## config.mk

```make
export PLATFORM = sky130hd
export DESIGN_NAME = log_event_arbiter
export DESIGN_NICKNAME = d
export VERILOG_FILES = /design/src/rtl/log_event_arbiter.sv
export SDC_FILE = /design/constraint.sdc
export NUM_CORES = 1
export LEC_CHECK = 0
export CORE_MARGIN = 2
export CORE_UTILIZATION = 53
export DETAILED_ROUTE_END_ITERATION = 8
export PLACE_DENSITY = 0.9
export SYNTH_ARGS = -nofsm -noshare
export SYNTH_HDL_FRONTEND = slang
export SYNTH_SLANG_ARGS = --single-unit
```

## constraint.sdc

```tcl
create_clock -name aclk -period 11.35 [get_ports aclk]
set_clock_uncertainty 0.2 [all_clocks]
set_input_delay 1.135 -clock aclk [delete_from_list [all_inputs] [get_ports aclk]]
set_output_delay 1.135 -clock aclk [all_outputs]
set_load 0.03 [all_outputs]
```

## src/rtl/log_event_arbiter.sv

```systemverilog
// Shares one log-event sink among NB_REQ requesters: filters events below the programmed verbosity,
// grants by highest severity with round-robin among ties, and timestamps accepted events into a one-entry register.
module log_event_arbiter #(
  parameter int NB_REQ = 4,
  parameter int ID_W   = 8,
  parameter int TS_W   = 32,
  localparam int SRC_W = (NB_REQ > 1) ? $clog2(NB_REQ) : 1
) (
  input  logic                   aclk,
  input  logic                   aresetn,
  input  logic [2:0]             verbosity,
  input  logic [NB_REQ-1:0]      req_valid,
  output logic [NB_REQ-1:0]      req_ready,
  input  logic [3*NB_REQ-1:0]    req_level,
  input  logic [ID_W*NB_REQ-1:0] req_msgid,
  output logic                   out_valid,
  input  logic                   out_ready,
  output logic [2:0]             out_level,
  output logic [ID_W-1:0]        out_msgid,
  output logic [SRC_W-1:0]       out_src,
  output logic [TS_W-1:0]        out_time,
  output logic [15:0]            filtered_cnt
);

  localparam logic [SRC_W:0] NB_L = (SRC_W+1)'(NB_REQ);

  typedef enum logic {EMPTY, FULL} state_t;
  state_t state, state_next;

  logic [TS_W-1:0]   ts;
  logic [SRC_W-1:0]  ptr, ptr_next, winner, cand;
  logic [SRC_W:0]    cand_sum, win_sum;
  logic [2:0]        lvl [NB_REQ];
  logic [2:0]        vmin, max_lvl;
  logic [NB_REQ-1:0] filt, elig;
  logic [ID_W-1:0]   win_msgid;
  logic [4:0]        nfilt;
  logic [16:0]       cnt_sum;
  logic              slot_free, grant, found;

  // Out-of-range levels and verbosity settings clamp into the debug..error range.
  function automatic logic [2:0] clamp_level(input logic [2:0] l);
    if (l == 3'd0) return 3'd1;
    if (l > 3'd5) return 3'd5;
    return l;
  endfunction

  // NOTE: every always_comb output gets a default first so no latch is inferred.
  always_comb begin
    vmin    = clamp_level(verbosity);
    filt    = '0;
    elig    = '0;
    max_lvl = 3'd0;
    nfilt   = 5'd0;
    for (int i = 0; i < NB_REQ; i++) begin
      lvl[i] = clamp_level(req_level[3*i +: 3]);
      if (req_valid[i]) begin
        if (lvl[i] < vmin) begin
          filt[i] = 1'b1;
          nfilt   = nfilt + 5'd1;
        end else begin
          elig[i] = 1'b1;
          if (lvl[i] > max_lvl) max_lvl = lvl[i];
        end
      end
    end
  end

  // Scan from the pointer with wrap-around; the first top-severity candidate wins.
  always_comb begin
    found    = 1'b0;
    winner   = '0;
    cand     = '0;
    cand_sum = '0;
    for (int k = 0; k < NB_REQ; k++) begin
      cand_sum = {1'b0, ptr} + (SRC_W+1)'(k);
      if (cand_sum >= NB_L) cand_sum = cand_sum - NB_L;
      cand = cand_sum[SRC_W-1:0];
      if (!found && elig[cand] && lvl[cand] == max_lvl) begin
        found  = 1'b1;
        winner = cand;
      end
    end
  end

  always_comb begin
    win_msgid = '0;
    for (int i = 0; i < NB_REQ; i++) begin
      if (SRC_W'(i) == winner) win_msgid = req_msgid[ID_W*i +: ID_W];
    end
    win_sum = {1'b0, winner} + (SRC_W+1)'(1);
    if (win_sum >= NB_L) win_sum = '0;
    ptr_next = win_sum[SRC_W-1:0];
  end

  assign slot_free = (state == EMPTY) || out_ready;
  assign grant     = (elig != '0) && slot_free;
  assign cnt_sum   = {1'b0, filtered_cnt} + {12'd0, nfilt};
  assign out_valid = (state == FULL);

  always_comb begin
    req_ready = '0;
    if (aresetn) begin
      req_ready = filt;
      if (grant) req_ready[winner] = 1'b1;
    end
  end

  always_comb begin
    state_next = state;
    case (state)
      EMPTY:   if (grant) state_next = FULL;
      FULL:    if (out_ready && !grant) state_next = EMPTY;
      default: state_next = EMPTY;
    endcase
  end

  // NOTE: clocked state uses non-blocking assignments so every register samples pre-edge values.
  always_ff @(posedge aclk) begin
    if (!aresetn) state <= EMPTY;
    else          state <= state_next;
  end

  always_ff @(posedge aclk) begin
    if (!aresetn) begin
      ts           <= '0;
      ptr          <= '0;
      filtered_cnt <= '0;
      out_level    <= '0;
      out_msgid    <= '0;
      out_src      <= '0;
      out_time     <= '0;
    end else begin
      ts           <= ts + 1'b1;
      filtered_cnt <= cnt_sum[16] ? 16'hFFFF : cnt_sum[15:0];
      if (grant) begin
        out_level <= max_lvl;
        out_msgid <= win_msgid;
        out_src   <= winner;
        out_time  <= ts;
        ptr       <= ptr_next;
      end
    end
  end

endmodule

```

==> out/metrics.yaml, run 1 <==
fmax_mhz: 93.2
start_util_pct: 53.9
dr_total_vias: 6023
outcome: "completed"
crit_top_cell: "ha_1"
n_antenna_cell: 0
worst-slew-pin-transition_ps: 966
dieHeight_um: 112
cellLeakagePower_nw: 2.92
path_class: "in -> out"
fin_crit_ps: 10730
route.detailed.drc: 0
worst_setup_path_end_kind: "primary output"
layout-drive-gt1-share_pct: 6.80
grt_max_degree: 98
grt_pass1_wl_um: 27500
portBuffers: 119
cts.root.buffer_cell: "clkbuf_16"
wl_um: 16500
synth_xor_area_share_pct: 7.86
detail-route-antenna-nets: 0
yosysWarnings: 0
num_rows: 39
layout_common_cells: "clkdlybuf4s50_1, nand2_1, nor2_1, dfxtp_1, a21oi_1"
gp_congestion: 0.958
synth-seq-cells: 96
crit_fanout: 13
finalCritPeriodShare_pct: 94.5
maxSlewHeadroom_pct: 35.6
synth_compound_area_share_pct: 20.3
synth_top_family_by_area: "simple AND/OR/NAND/NOR gates"
power_density_nw_per_um2: 178
cts.sinks: 96
syn2layout_area_growth_pct: 26.0
grt_overflow: 0
synth_simple_gate_area_share_pct: 25.5
synthFlopType: "dfxtp_1"
slowest_delay_ps: 700
grt.total_usage_pct: 26.5
clk_path_buf_depth: 2
synthMuxAreaShare_pct: 4.06
finalMaxSlewViolations: 0
fin_util_pct: 67.9
cp.required_ps: 10020
nets: 961
die_x_um: 112
fin_tns_setup_ps: 0
drt_iter0_markers: 553
hpwlAfterDp_um: 11900
vias_per_cell: 5.88
htree_num_levels: 3
rsz0062_at_grt: "no"
syn_nets: 872
syn_area_per_cell_sq_um: 7.78
wl_per_cell_um: 16.1
peakVddDrop_mv: 0.166
grt_pass1_vias: 5682
layout_commonest_cell: "clkdlybuf4s50_1"
min_path_type: "reg -> reg"
clkLatencyLatePin_ps: 340
antenna_found_initial: 0
cp.arrival_ps: 9400
hold_viol_final: 0
num_io_pins: 120
syn_inst: 788
final-setup-viol-count: 0
drt_pass1_iterations: 5
cts.clk_slew.worst_paths_ps: 60
synth_edf_count: 0
maxCapViolCount: 0
cts_setup_buffers: 0
critPathSlowestCell: "clkdlybuf4s50_1"
seq_area_frac_synth_pct: 31.4
synth_cell_type_count: 74
dieArea_sq_um: 12400
ys_async_sr_fraction_pct: 0
cts_buffers: 9
startpoint_type: "input pin"
syn_area_sq_um: 6130
core_area_sq_um: 11400
synth_fa_ha_area_share_pct: 6.25
cts_tree: "done"
[per-stage QoR]
stage | setup WS, ps | hold slack (ps) | std cells | area (sq um) | total power, mW
global route | 10.5 | 274 | 1025 | 7720 | 1.46
finish | 620 | 254 | 1025 | 7720 | 1.37
detailed placement | 436 | 246 | 1009 | 7360 | 1.04
CTS | 417 | 255 | 1025 | 7690 | 1.37
floorplan | 1510 | 230 | 788 | 6130 | 0.853
global placement | 635 | 238 | 1009 | 7360 | 1.03
[routing by layer]
layer  vias to the layer above  global-route usage, %  wire length (um)
met4                         0                   9.79               410
met5                         -                      0                 0
met1                      2787                   34.4              7130
met2                       237                   44.6              7940
met3                        32                   4.35              1010
li1                       2967                      -                 -
[logic make-up (layout without fill, tap and decap cells)]
| group | count (synthesis) | count (layout) |
|---|---|---|
| AOI/OAI and AO/OA | 188 | 188 |
| buffers and inverters | 68 | 162 |
| and+or+nand+nor | 337 | 337 |
| xor gates and xnor gates | 52 | 52 |
| DFF | 96 | 96 |
| muxes | 17 | 17 |
| adders and majority gates | 30 | 30 |
[report_power, final]
part / internal [mW] / switching, mW / leakage, nW
logic: 0.260 / 0.400 / 1.98
registers: 0.365 / 0.0171 / 0.778
clock network: 0.201 / 0.130 / 0.158
[flip-flops by register name (all words and copies together), names as in the netlist]
signal	cells
out_valid	1
ptr	2
out_time	32
ts	32
filtered_cnt	16
out_level	3
out_src	2
out_msgid	8
[path summary, 6_finish.rpt]
path | startpoint | slack [ps] | endpoint | cells past startpoint
min reg2reg | out_time[9] | 250 | out_time[9] | 2
max reg2reg | ptr[1] | 6320 | out_msgid[0] | 18
min | out_time[9] | 250 | out_time[9] | 2
max | verbosity[2] | 620 | req_ready[2] | 34
[final cells by class]
cell class              count  area (sq um)
fillers                   920          3650
multi-input cells         624          3950
inverters                  16          60.1
clock buffers              11           243
repair buffers            130          1280
well taps                 143           179
flip-flops and latches     96          1920
clock inverters             5          87.6
[Yosys cell counts (10+ instances only)]
| master | number | area share [%] |
|---|---|---|
| dfxtp_1 | 96 | 31 |
| a211oi_1 | 13 | 1.6 |
| xnor2_1 | 19 | 2.7 |
| ha_1 | 29 | 5.9 |
| and3_1 | 12 | 1.2 |
| a21oi_1 | 78 | 6.4 |
| nand3_1 | 26 | 2.1 |
| nor3_1 | 27 | 2.2 |
| inv_1 | 15 | 0.92 |
| clkbuf_1 | 39 | 2.4 |
| nand2_1 | 112 | 6.9 |
| o21ai_0 | 27 | 2.2 |
| a22oi_1 | 10 | 1.2 |
| nor2_1 | 98 | 6.0 |
| xor2_1 | 31 | 4.4 |
[what timing repair did]
item                                    4_1_cts  5_1_grt
hold buffers                                  0        0
resized for setup                             0        5
endpoints found under the setup margin        0        4
[worst max-delay path, delay by kind of cell]
family                     cells  cell delay [ps]
AOI/OAI and AO/OA             11             2810
and+or+nand+nor               14             2480
buffers and inverters          3             1370
adders and majority gates      5             1350
muxes                          1              220
(Power assumes the default switching activity.)
==> run 2, diff against run 1 <==
CAP_MARGIN = 10   (was unset)
==> results of run 2 <==
The final DEF is identical to that of run 1; final timing and power are the same.
==> run 3, diff against run 2 <==
HOLD_SLACK_MARGIN = 0.02   (was unset)
==> results of run 3 <==
The final DEF is identical to that of run 1; final timing and power are the same.
